**src/rtl/stream_mux_rr.sv**
```systemverilog
// ---------------------------------------------------------------------------
// stream_mux_rr
//
// Purpose:
//   Multiplexes N valid/ready input streams onto one registered output
//   stream. Each cycle at most one channel is granted, either the channel
//   named by 'sel' (fixed-select mode) or the next valid channel after the
//   last one served (round-robin mode). The output register takes a new beat
//   whenever it is empty or being drained on the same edge, so back-to-back
//   beats flow at one per cycle.
//
// Ports:
//   clk        - clock; all state changes on its rising edge
//   rst_n      - asynchronous active-low reset
//   in_data    - N*W bits, channel i in bits [i*W +: W]
//   in_valid   - per-channel beat offered
//   in_ready   - per-channel beat accepted (combinational, one-hot or zero)
//   force_en   - 1: fixed-select mode using 'sel'; 0: round-robin mode
//   sel        - channel index used in fixed-select mode
//   out_data   - registered output beat
//   out_ch     - source channel of out_data
//   out_valid  - out_data holds a beat
//   out_ready  - downstream accepts the beat
//   xfer_cnt   - count of accepted input beats, wraps at 16 bits
// ---------------------------------------------------------------------------
module stream_mux_rr #(
    parameter int W  = 8,
    parameter int N  = 4,
    parameter int SW = 2
) (
    input  logic           clk,
    input  logic           rst_n,
    input  logic [N*W-1:0] in_data,
    input  logic [N-1:0]   in_valid,
    output logic [N-1:0]   in_ready,
    input  logic           force_en,
    input  logic [SW-1:0]  sel,
    output logic [W-1:0]   out_data,
    output logic [SW-1:0]  out_ch,
    output logic           out_valid,
    input  logic           out_ready,
    output logic [15:0]    xfer_cnt
);

    // Last channel served in round-robin mode; the search starts just after it.
    logic [SW-1:0] ptr;

    logic          slot_open;
    logic          sel_ok;
    logic          rr_found;
    logic [SW-1:0] rr_idx;
    logic          grant_valid;
    logic [SW-1:0] grant_idx;
    logic          take;

    // Channel index 'step' positions after 'base', wrapping at N (N need not
    // be a power of two, so plain bit truncation is not enough).
    function automatic logic [SW-1:0] wrap_idx(input logic [SW-1:0] base,
                                               input int            step);
        return SW'((int'(base) + step) % N);
    endfunction

    // The output register can take a new beat if it is empty or its current
    // beat leaves on this same edge.
    assign slot_open = !out_valid || out_ready;

    // With a non-power-of-two N, sel can name a channel that does not exist.
    assign sel_ok = ({1'b0, sel} < (SW+1)'(N));

    // Round-robin search: first valid channel at ptr+1, ptr+2, ... mod N.
    // Ending at ptr itself lets a lone requester be granted every cycle.
    always_comb begin
        rr_found = 1'b0;
        rr_idx   = '0;
        for (int k = 1; k <= N; k++) begin
            if (!rr_found && in_valid[wrap_idx(ptr, k)]) begin
                rr_found = 1'b1;
                rr_idx   = wrap_idx(ptr, k);
            end
        end
    end

    // Mode selection is purely combinational, so a change of force_en or sel
    // steers the very next grant.
    always_comb begin
        if (force_en) begin
            grant_valid = sel_ok && in_valid[sel];
            grant_idx   = sel;
        end else begin
            grant_valid = rr_found;
            grant_idx   = rr_idx;
        end
    end

    // in_ready is gated by rst_n so nothing is offered while in reset.
    always_comb begin
        in_ready = '0;
        if (rst_n && slot_open && grant_valid) begin
            in_ready[grant_idx] = 1'b1;
        end
    end

    assign take = |(in_valid & in_ready);

    // Output register, round-robin pointer and transfer counter. A new beat
    // takes priority over draining, which gives full throughput when both
    // happen on one edge. On a drain-only edge data and channel are kept.
    always_ff @(posedge clk or negedge rst_n) begin
        if (!rst_n) begin
            out_valid <= 1'b0;
            out_data  <= '0;
            out_ch    <= '0;
            xfer_cnt  <= '0;
            ptr       <= SW'(N - 1);
        end else begin
            if (take) begin
                out_data  <= in_data[int'(grant_idx)*W +: W];
                out_ch    <= grant_idx;
                out_valid <= 1'b1;
                xfer_cnt  <= xfer_cnt + 16'd1;
                if (!force_en) begin
                    ptr <= grant_idx;
                end
            end else if (out_valid && out_ready) begin
                out_valid <= 1'b0;
            end
        end
    end

endmodule
```
**config.mk**
```make
export PLATFORM = sky130hd
export DESIGN_NAME = stream_mux_rr
export DESIGN_NICKNAME = d
export VERILOG_FILES = /design/src/rtl/stream_mux_rr.sv
export SDC_FILE = /design/constraint.sdc
export NUM_CORES = 1
export LEC_CHECK = 0
export ABC_AREA = 1
export CORE_MARGIN = 4
export CORE_UTILIZATION = 45
export DETAILED_ROUTE_END_ITERATION = 16
export GPL_TIMING_DRIVEN = 0
export HOLD_SLACK_MARGIN = 0.03
export PLACE_DENSITY = 0.79
export SLEW_MARGIN = 20
export SYNTH_ARGS = -nofsm -noshare
export SYNTH_HDL_FRONTEND = slang
export SYNTH_SLANG_ARGS = --single-unit
```
**constraint.sdc**
```tcl
create_clock -name clk -period 6.5 [get_ports clk]
set_input_delay 1.95 -clock clk [delete_from_list [all_inputs] [get_ports clk]]
set_output_delay 1.95 -clock clk [all_outputs]
set_load 0.005 [all_outputs]
```
### Word level (Yosys, flattened, before mapping)

Index checks and enable logic that the tools add are counted.

* mux-type cells: 25
* reductions and logical operators: 15
* shift-type cells: 1
* add/sub/neg operators: 5
* bitwise operators: 2
* $lt $le $gt $ge: 7

Operator list (number)
* 32-bit by 6-bit variable part select with 8-bit output: 1
* 2-bit by 3-bit less-than comparator with 1-bit output, second input constant: 6
* 16-bit by 1-bit adder with 16-bit output, second input constant: 1
* 1-bit two-way mux: 13
* 1-bit binary-select mux with 2-bit select: 5
* 2-bit two-way mux: 5
* 1-bit logical AND: 7
* 2-bit by 1-bit adder with 2-bit output, second input constant: 2
* 2-bit adder, second input constant: 2
* 4-bit AND: 1
* 1-bit zero test: 4
* 4-bit two-way mux: 1
* 4-bit OR reduction: 1
* 1-bit demux with 2-bit select: 1
* 2-bit by 1-bit greater-or-equal comparator with 1-bit output, second input constant: 1
* 2-bit AND reduction: 1
* 2-bit nonzero test: 1
* 1-bit logical OR: 1
* 1-bit inverter: 1

* word-level logic and storage cells: 60
* output and inout port bits: 31
* bits in registers: 29

### Longest topological paths before layout

Gate-level depths: netlist of the first run.

* depth in word-level cells: 22
* depth in mapped cells: 18
* depth with buffers taken out: 16

### Worst setup path before layout of the first run

Ideal clock, no wire load.

* path type: input -> output
* start: input in_valid[1]
* end: output in_ready[1]
* path buffers: 1
* data required time: 4550 ps
* slack: 1414 ps
* cell stages on the path: 12
* data arrival time: 3136 ps
* cells stage by stage: inv_1 nand2_1 nand3_1 nand2_4 nor2_8 nand4_4 nand3_2 nand2_4 buf_12 nand2_8 inv_4 nor3_2

* longest elaborated chain between the ends: 18
* elaborated cells on any way between the ends: 33

RTL lines
* from (decl): line 34 `input logic [N-1:0] in_valid,`
* 1-bit binary-select mux with 2-bit select: line 76 `if (!rr_found && in_valid[wrap_idx(ptr, k)]) begin`
* 1-bit two-way mux (implied by the code): line 76
* 1-bit two-way mux: line 76
* 1-bit zero test: line 76
* 1-bit logical AND: line 76
* 1-bit two-way mux: line 76
* 1-bit zero test: line 76
* 1-bit logical AND: line 76
* [... 2 more ...]
* 1-bit logical AND: line 76
* 2-bit two-way mux: line 76
* 2-bit two-way mux: line 86 `if (force_en) begin`
* 2-bit by 3-bit less-than comparator with 1-bit output (implied by the code) / 2-bit by 1-bit greater-or-equal comparator with 1-bit output (equally long branches): line 99 `in_ready[grant_idx] = 1'b1;`
* 1-bit logical AND (implied by the code): line 99
* 1-bit two-way mux (implied by the code): line 99
* 1-bit demux with 2-bit select: line 99
* 4-bit two-way mux (*): line 98 `if (rst_n && slot_open && grant_valid) begin`
* to (decl): line 35 `output logic [N-1:0] in_ready,`

Every way passes the cells marked *; elsewhere a longest branch is shown, timed or not. The select of a mux whose other input is x is not followed.

### Worst setup path in the final report of the first run

* start: input in_valid[0]
* end: output in_ready[1]

The elaborated chain is that of the path after synthesis.

==> results of run 1 <==
## flip-flops by register name, indices dropped and copies added, names as in the netlist
name and flops:
ptr 2, xfer_cnt 16, out_ch 2, out_valid 1, out_data 8
## kinds of logic after synthesis
group,count (synthesis),share of synthesized area [%]
AOI/OAI and AO/OA,10,2.76
xor gates and xnor gates,15,6.04
adders and majority gates,1,0.575
buffers and inverters,26,8.97
DFF,29,33.5
and+or+nand+nor,195,48.2
## routing by layer
| layer | vias to the layer above | global-route usage (%) |
|---|---|---|
| met3 | 5 | 3.83 |
| met2 | 54 | 30.7 |
| met5 | - | 0 |
| met4 | 0 | 4.27 |
| li1 | 1048 | - |
| met1 | 964 | 25.3 |
## worst max-delay path, delay by kind of cell
| kind | cells | cell delay, ns |
|---|---|---|
| AND/OR/NAND/NOR | 10 | 0.96 |
| buffers and inverters | 5 | 1.35 |
## metrics by stage
step / hold WS [ns] / setup WS [ns]
floorplan: 0.465 / 1.41
global placement: 0.463 / -0.343
detailed placement: 0.462 / 0.274
CTS: 0.482 / 0.257
global route: 0.505 / 0.0924
finish: 0.479 / 0.264
## synth_stat cells, types with 4 or more instances
| cell type | instances |
|---|---|
| inv_1 | 11 |
| nand2_1 | 100 |
| nor3_2 | 4 |
| dfrtp_1 | 27 |
| nand2_2 | 8 |
| xnor2_1 | 6 |
| o21ai_0 | 4 |
| nand2_4 | 7 |
| nand3_1 | 38 |
| xor2_1 | 9 |
| nand3_2 | 12 |
| nor2_1 | 17 |
## power by group
part | internal, mW | switching (mW) | total, mW
sequential | 0.240 | 0.0467 | 0.287
combinational | 0.351 | 0.432 | 0.782
clock | 0.0758 | 0.0621 | 0.138
## worst paths after layout
check                           depth (start not counted)            to  slack, ns
worst max-delay path                                   15   in_ready[1]       0.26
worst min-delay path                                    2   out_data[4]       0.48
worst max register to register                         17   out_data[6]       4.37
worst min register to register                          2   out_data[4]       0.48
max in group asynchronous                               1  xfer_cnt[12]       4.39
min in group asynchronous                               1   xfer_cnt[3]       1.70
## cell type report
type | instances | area (um2)
buffer | 10 | 124
tap | 54 | 67.6
sequential | 29 | 728
inverter | 16 | 71.3
fill | 432 | 1650
multi-input combinational | 221 | 1250
clock buffer | 8 | 80.1
timing repair buffer | 72 | 716
==> metrics.cfg, run 1 <==
[status]
status = completed

[final_layout]
layout-drive-gt1-share_pct = 17.1
layout.cells.non_filler = 410
utilization_pct = 64.8
nNetsFinal = 398
fin_area_um2 = 3040
final_common_cell = nand2_1
final_cell_mix = nand2_1 (100), clkdlybuf4s50_1 (71), nand3_1 (38)
n_antenna_cell = 0
areaGrowthSynthToFinish_pct = 39.7

[pwr]
irDropWorstVdd_v = 0.000209
total_power_mw = 1.21
p_per_area_nw_per_um2 = 397
p_leak_nw = 1.45

[setup_path]
crit_path_start = in_valid[0]
required_ns = 4.55
start_kind = primary input
path_cells = clkdlybuf4s50_1 > inv_1 > nand2_2 > nand3_1 > nand2_4 > nand3_1 > nand2_1 > nand2_2 > nand3_2 > nand2_4 > buf_12 > nand2_8 > inv_4 > nor3_2 > clkdlybuf4s50_1
slowest_stage = clkdlybuf4s50_1
crit_type = primary input to primary output
rr_startpoint = ptr[0]
crit_arrival_ns = 4.29
slowest_delay_ns = 0.53
crit_fanout = 10
cp-end-kind = primary output

[sta]
fin_crit_ns = 6.24
fmax_ghz = 0.160
final_max_slew_viol_count = 0
fin_skew_ns = 0.00325
tns_ns = 0
hold_violations = 0
setup_viol = 0
rsz0062_at_grt = false
fin_crit_sh_pct = 95.9
worst_slew_pin_slew_ns = 0.642
slew_headroom_pct = 57.2

[hold_path]
hold_class = register to register
min_from = out_data[4]

[clock_tree]
cts-root-buf = clkbuf_8
cts_max_level = 2
cts_sinks = 29
ctsHoldBuffers = 0
cts.path.max_buffers = 2
path_clk_slew_ns = 0.06
cts_buffers = 5
post-cts-setup-buffers = 0
cts_tree = done
clock_latency_ns = 0.27
cts_resized = 0

[routing]
dr_total_vias = 2071
wirelength_mm = 5.31
firstDrtPassIters = 4
top_layer_used = met4
drtAntennaViolNets = 0
route.met2.wl_mm = 2.50
drt_iter0_markers = 88
drc = 0
wl_met1_mm = 2.48
wl_per_cell_um = 13.0
wl_met3_um = 299
vias_per_cell = 5.05

[logic_synthesis]
synth_cells = 276
synth_top_area_share_pct = 31.1
ys.flop_type = dfrtp_1
synth_edf_count = 0
ys_ff_latch = 29
avgSynthCellArea_um2 = 7.88
yosys-top-cells-area = dfrtp_1 (31%), nand2_1 (17%), nand3_1 (8.7%), nand3_2 (5.5%), nand2_4 (3.6%)
synth.distinct_cells = 35
ys_seq_area_share_pct = 33.5
yosysWarnings = 0
syn_area_um2 = 2180
synthArstFlopShare_pct = 100
synth_nets = 319
synth_area_leader_cell = dfrtp_1

[global_route]
grt_pass1_wl_mm = 9.23
track_usage_pct = 18.7
grt_pass1_vias = 1962
antenna_found_initial = 0
gr-total-overflow = 0
grt_start_max_net_pins = 31

[die]
initial_core_util_pct = 46.4
dieArea_um2 = 6010
ios = 73
fp.dieH_um = 77.5
rows = 25
dieWidth_um = 77.5
core_area_um2 = 4690

[placed_design]
dp.cells = 402
place.gp.congestion = 0.812
io_buffers = 72
placed_area_um2 = 2960
place_hpwl_mm = 4.15

[flow_run]
drv_cap = 0

(Power assumes the default switching activity.)
==> run 2, diff against run 1 <==
Settings changed: CORE_MARGIN 4 to unset, CORE_UTILIZATION 45 to 42, PLACE_DENSITY 0.79 to 0.77.
Clock period 6.5 ns to 5.2 ns, I/O delays scaled along.
==> run 2 against run 1 <==
Hold slack is essentially flat. Clock skew barely moved. Critical path type unchanged. Non-clock buffer count rose by 2. Design area is 1.7% higher. Sequential share of layout area is 0.41 points lower. Global-route usage rose by 1.1 points. Utilization fell by 1.0 points. Worst setup slack worse by 0.11 ns. Highest routed layer unchanged. First-iteration DRC count grew 17%.
==> metrics.cfg, run 2 (synthesis gave the netlist of run 1 again) <==
[pwr]
internal_power_uw = 869  ; +30%
irDropWorstVdd_v = 0.000262  ; +25%
p_per_area_nw_per_um2 = 503  ; +27%
total_power_mw = 1.55  ; +29%
p_sw_uw = 686  ; +27%
switching_share_pct = 44.1  ; -0.68 points
combPwrFrac_pct = 63.9  ; -0.9 points
p_leak_nw = 1.49  ; +2.7%
clkPwrFrac_pct = 13.1  ; +1.7 points
seq_power_share_pct = 22.9  ; -0.8 points

[sta]
slew_headroom_pct = 58.4  ; +1.1 points
rsz0062_at_grt = false
hold_violations = 0  ; unchanged
fin_skew_ns = 0.00309  ; -0.000165 ns
setup_viol = 0  ; unchanged
fin_crit_ns = 5.04
final_max_slew_viol_count = 0  ; unchanged
fin_crit_sh_pct = 97.0
setup_slack_ns = 0.158  ; -0.105 ns
worst_slew_pin_slew_ns = 0.624  ; -0.0172 ns
fmax_ghz = 0.198

[final_layout]
areaGrowthSynthToFinish_pct = 42.1
multi_input_area_um2 = 1260  ; +0.50%
n_antenna_cell = 0  ; unchanged
final_common_cell = nand2_1
layout-drive-gt1-share_pct = 19.0  ; +1.9 points
fin_area_um2 = 3090  ; +1.7%
final_cell_mix = nand2_1 (100), clkdlybuf4s50_1 (67), nand3_1 (38)
regMostFlops = xfer_cnt
regArea_um2 = 728  ; unchanged
top_regs = xfer_cnt: 16 flops, out_data: 8 flops
largest_register_ffs = 16  ; unchanged
fill_cells = 426  ; -1.4%
nNetsFinal = 400  ; +0.50%

[global_route]
grt_pass1_vias = 1912  ; -2.5%
grt_start_max_net_pins = 31  ; unchanged
gr-total-overflow = 0  ; unchanged
track_usage_pct = 19.8  ; +1.1 points
grt_pass1_wl_mm = 8.45  ; -8.4%
antenna_found_initial = 0  ; unchanged

[setup_path]
required_ns = 3.64  ; -0.91 ns
crit_arrival_ns = 3.48  ; -0.81 ns
crit_type = primary input to primary output
start_kind = primary input
crit_fanout = 4  ; -6
cp-end-kind = primary output

[placed_design]
dp_slack_ns = -0.232  ; -0.507 ns
placed_area_um2 = 2980  ; +0.55%
place.gp.congestion = 0.845  ; +4.1%
place_hpwl_mm = 3.97  ; -4.3%
io_buffers = 72  ; unchanged

[routing]
wl_per_cell_um = 12.3  ; -5.0%
firstDrtPassIters = 4  ; unchanged
drt_iter0_markers = 103  ; +17%
drtAntennaViolNets = 0  ; unchanged
vias_per_cell = 4.85  ; -4.0%
wirelength_mm = 5.23  ; -1.5%
dr_total_vias = 2061  ; -0.48%
drc = 0  ; unchanged

[die]
initial_core_util_pct = 44.9  ; -1.5 points
dieArea_um2 = 5470  ; -9.0%
rows = 25  ; unchanged
core_area_um2 = 4850  ; +3.3%
ios = 73  ; unchanged
dieWidth_um = 74.0  ; -4.6%
fp.dieH_um = 74.0  ; -4.6%

[clock_tree]
cts_buffers = 5  ; unchanged
cts.path.max_buffers = 2  ; unchanged
cts_tree = done
path_clk_slew_ns = 0.06  ; about the same
cts_max_level = 2  ; unchanged
cts_sinks = 29  ; unchanged
cts-root-buf = clkbuf_8
clock_latency_ns = 0.28  ; about the same

[hold_path]
hold_class = register to register

[flow_run]
drv_cap = 0  ; unchanged

[status]
status = completed

[run 2: worst paths after layout]
kind / slack (ns) / start / cells after the start / end
worst max-delay path: 0.16 / in_valid[0] / 15 / in_ready[3]
worst min-delay path: 0.48 / out_data[7] / 2 / out_data[7]
worst max register to register: 2.97 / ptr[0] / 18 / out_data[1]
worst min register to register: 0.48 / out_data[7] / 2 / out_data[7]
max in group asynchronous: 3.50 / rst_n / 1 / xfer_cnt[14]
min in group asynchronous: 1.29 / rst_n / 1 / xfer_cnt[5]
[run 2: worst max-delay path: stages]
cell,delay (ns)
clkdlybuf4s50_1,0.51
inv_1,0.06
nand2_2,0.07
nand3_1,0.10
nand2_4,0.14
nand3_1,0.08
nand2_1,0.08
nand2_2,0.08
nand3_2,0.10
nand2_4,0.06
buf_12,0.14
nand2_8,0.06
inv_4,0.04
nor3_2,0.13
dlygate4sd2_1,0.24
[run 2: routing by layer]
layer	vias up	track usage [%]	wire [um]
li1	1047	-	-
met3	5	4.47	337
met5	-	0	0
met1	944	26.3	2360
met2	65	33.3	2490
met4	0	3.63	41
[run 2: timing repair]
action | in CTS | in global routing
endpoints found under the setup margin | 4 | 3
buffers inserted | 2 | 0
resized for setup | 5 | 3
hold buffers | 0 | 0
pin swaps | 1 | 1
[run 2: layout make-up]
cell class                 instances  area share [%]
tap                               67            2.71
clock inverter                     1           0.162
multi-input combinational        221            40.7
clock buffer                       7            3.12
buffer                            10            4.01
timing repair buffer              74            23.4
sequential                        29            23.6
inverter                          16            2.39
[run 2: power by group through the flow]
stage	Clock [mW]	Sequential (mW)	Combinational (mW)
3_5_place_dp	0	0.360	0.980
4_1_cts	0.207	0.358	0.999
6_report	0.204	0.356	0.994
5_1_grt	0.218	0.365	1.10
2_1_floorplan	0	0.357	0.690
3_3_place_gp	0	0.361	0.962
[run 2: stage by stage]
| stage | hold WS [ns] | setup TNS [ns] | util [%] | instances |
|---|---|---|---|---|
| global route | 0.497 | 0 | 63.8 | 425 |
| global placement | 0.463 | -3.35 | 61.5 | 415 |
| CTS | 0.481 | 0 | 63.7 | 425 |
| finish | 0.479 | 0 | 63.8 | 425 |
| detailed placement | 0.466 | -0.773 | 61.4 | 415 |
| floorplan | 0.465 | 0 | - | 276 |
==> RTL edit: new RTL, settings of run 1 <==
Make the reset (`rst_n`) synchronous in one clocked block. Comments in the files are not updated.
--- a/src/rtl/stream_mux_rr.sv
+++ b/src/rtl/stream_mux_rr.sv
@@ -105,7 +105,7 @@
     // Output register, round-robin pointer and transfer counter. A new beat
     // takes priority over draining, which gives full throughput when both
     // happen on one edge. On a drain-only edge data and channel are kept.
-    always_ff @(posedge clk or negedge rst_n) begin
+    always_ff @(posedge clk) begin
         if (!rst_n) begin
             out_valid <= 1'b0;
             out_data  <= '0;
Behaviour: differs if rst_n is asserted again (counterexample within 4 cycles, from zero or initial values and one cycle with rst_n low); with rst_n held inactive, the same outputs for 4 cycles.
==> RTL edit against run 1 <==
- worst setup slack improved by 140 ps
- design area decreased by 6.2%
- sequential share of layout area decreased by 3.6 points
- synthesized area decreased by 9.7%
- sequential cell count unchanged
- count of clock-buffer cells in the layout decreased by 1
- critical path type unchanged
- die area decreased by 8.7%
- via count increased by 7.3%
- routed wire length increased by 0.19%
Power is not compared: it rests on default switching activity, and its combinational part moved more than twofold at a synthesized area within 25%.
==> RTL edit: results (changes against run 1) <==
<table>
<tr><th>Metric</th><th>Value</th></tr>
<tr><th colspan="2">Detailed routing</th></tr>
<tr><td>Per-cell routed wire length</td><td>11.69 µm (-9.7%)</td></tr>
<tr><td>Vias after detailed routing</td><td>2222 (+7.3%)</td></tr>
<tr><td>Violation count after the first detailed-routing iteration</td><td>77 (-13%)</td></tr>
<tr><th colspan="2">Layout</th></tr>
<tr><td>Share of post-route cells with drive strength above 1</td><td>9.630% (-7.5 points)</td></tr>
<tr><td>NumNets Final</td><td>447 (+12%)</td></tr>
<tr><th colspan="2">Setup path</th></tr>
<tr><td>Maximum net fanout on the critical path</td><td>8 (-2)</td></tr>
<tr><td>Start of the worst register-to-register path</td><td>ptr[0]</td></tr>
<tr><td>Endpoint of the worst-slack reg-to-reg timing path</td><td>xfer_cnt[13]</td></tr>
<tr><th colspan="2">Placed design</th></tr>
<tr><td>Post-placement cell area</td><td>0.002749 mm² (-7.1%)</td></tr>
<tr><td>Worst-case setup slack after placement</td><td>385.8 ps (+111.4 ps)</td></tr>
<tr><td>DPL Wire Length</td><td>4194 µm (+1.1%)</td></tr>
<tr><td>Routability Congestion</td><td>0.8098 (-0.27%)</td></tr>
<tr><td>IO Port Bufs</td><td>72 (unchanged)</td></tr>
<tr><th colspan="2">Timing</th></tr>
<tr><td>Worst rel slew slack</td><td>73.12% (+16 points)</td></tr>
<tr><td>Clock skew after layout</td><td>5.519 ps (+2.265 ps)</td></tr>
<tr><td>Final Hold Slack</td><td>460.0 ps (-19.10 ps)</td></tr>
<tr><th colspan="2">Min path</th></tr>
<tr><td>Startpoint of the most critical hold path</td><td>xfer_cnt[15]</td></tr>
<tr><td>Hold Path End</td><td>xfer_cnt[15]</td></tr>
<tr><td>WHS Path Cells</td><td>1 (-1)</td></tr>
<tr><th colspan="2">Logic synthesis</th></tr>
<tr><td>Avg Inst Size Synth</td><td>6.048 µm² (-23%)</td></tr>
<tr><td>Post-synthesis net count</td><td>368 (+15%)</td></tr>
<tr><td>Top cells by area in the synthesized netlist</td><td>sky130_fd_sc_hd__dfxtp_1, sky130_fd_sc_hd__nand2_1, sky130_fd_sc_hd__nand3_1, sky130_fd_sc_hd__inv_1, sky130_fd_sc_hd__nor2_1</td></tr>
<tr><td>FFs w/ async S/R, synth</td><td>0% (-100 points)</td></tr>
<tr><td>Number of distinct library cells after synthesis</td><td>28 (-20%)</td></tr>
<tr><td>Synth Flop Type</td><td>sky130_fd_sc_hd__dfxtp_1</td></tr>
<tr><th colspan="2">Global routing</th></tr>
<tr><td>Number of global-route vias before repair</td><td>2026 (+3.3%)</td></tr>
<tr><td>Global-route usage over all layers</td><td>20.15% (+1.5 points)</td></tr>
<tr><th colspan="2">Status</th></tr>
<tr><td>Status</td><td>finished clean</td></tr>
</table>
## RTL edit: cell types whose count changed in the layout (fill, tap and decap cells not counted), moves of 7 or more
cell                      change
sky130_fd_sc_hd__a21oi_1     +18
sky130_fd_sc_hd__dfrtp_1     -27
sky130_fd_sc_hd__dfxtp_1     +29
sky130_fd_sc_hd__inv_1       +47
sky130_fd_sc_hd__nand2_1     -27
sky130_fd_sc_hd__nand3_1      +7
sky130_fd_sc_hd__nand3_2     -12
sky130_fd_sc_hd__nor2_1      +14
sky130_fd_sc_hd__o21ai_0     +13
sky130_fd_sc_hd__xor2_1       -9
## RTL edit: final cells by class
cell class                 instances  area [µm²]  share of cell area [%]
buffer                            12       100.1                   3.512
clock buffer                       7       96.34                   3.380
clock inverter                     1       5.005                  0.1756
inverter                          63       236.5                   8.297
multi-input combinational        221        1049                   36.79
sequential                        29       580.6                   20.37
tap                               50       62.56                   2.195
timing repair buffer              72       720.7                   25.29
## RTL edit: layer usage
layer  track usage, %  wire length, µm  vias to the layer above
met2            33.76             2496                       55
met5                0                0                        -
met1            24.65             2370                      979
met4            6.841              100                        0
met3            5.946              353                       11
li1                 -                -                     1177
## RTL edit: kinds of logic (layout without fill, tap and decap cells)
logic type               Yosys count  in the layout  share of synthesized area [%]
AND/OR/NAND/NOR                  179            179                          41.44
buffers and inverters             75            155                          17.12
AO/OA/AOI/OAI                     41             41                          11.27
flip-flops                        29             29                          29.54
adder cells (fa/ha/maj)            1              1                         0.6364
## RTL edit: worst max-delay path by stage
stage	from	endpoint	slack, ps	cells after the start
after floorplan	in_valid[1]	in_ready[1]	1620	12
after global placement	in_valid[2]	in_ready[3]	400	13
after detailed placement	in_valid[1]	in_ready[1]	390	14
after CTS	in_valid[1]	in_ready[1]	380	14
after global routing	in_valid[0]	in_ready[1]	230	13
final	in_valid[1]	in_ready[3]	400	14
## RTL edit: critical path: stages
cell	delay, ps
sky130_fd_sc_hd__clkdlybuf4s50_1	480
sky130_fd_sc_hd__inv_1	70
sky130_fd_sc_hd__o21ai_2	200
sky130_fd_sc_hd__inv_1	80
sky130_fd_sc_hd__nand2_1	60
sky130_fd_sc_hd__nand3_1	60
sky130_fd_sc_hd__nand2_1	60
sky130_fd_sc_hd__nand2_1	90
sky130_fd_sc_hd__nand2_4	100
sky130_fd_sc_hd__nand2_4	90
sky130_fd_sc_hd__inv_2	140
sky130_fd_sc_hd__nand2_1	140
sky130_fd_sc_hd__nor2_1	110
sky130_fd_sc_hd__clkdlybuf4s50_1	510
## RTL edit: power breakdown
part	switching, W	total, W	internal (W)
registers	0.00000786	0.000196	0.000188
logic	0.0000833	0.000165	0.0000817
clock network	0.0000666	0.000162	0.0000955
total	0.000158	0.000523	0.000365
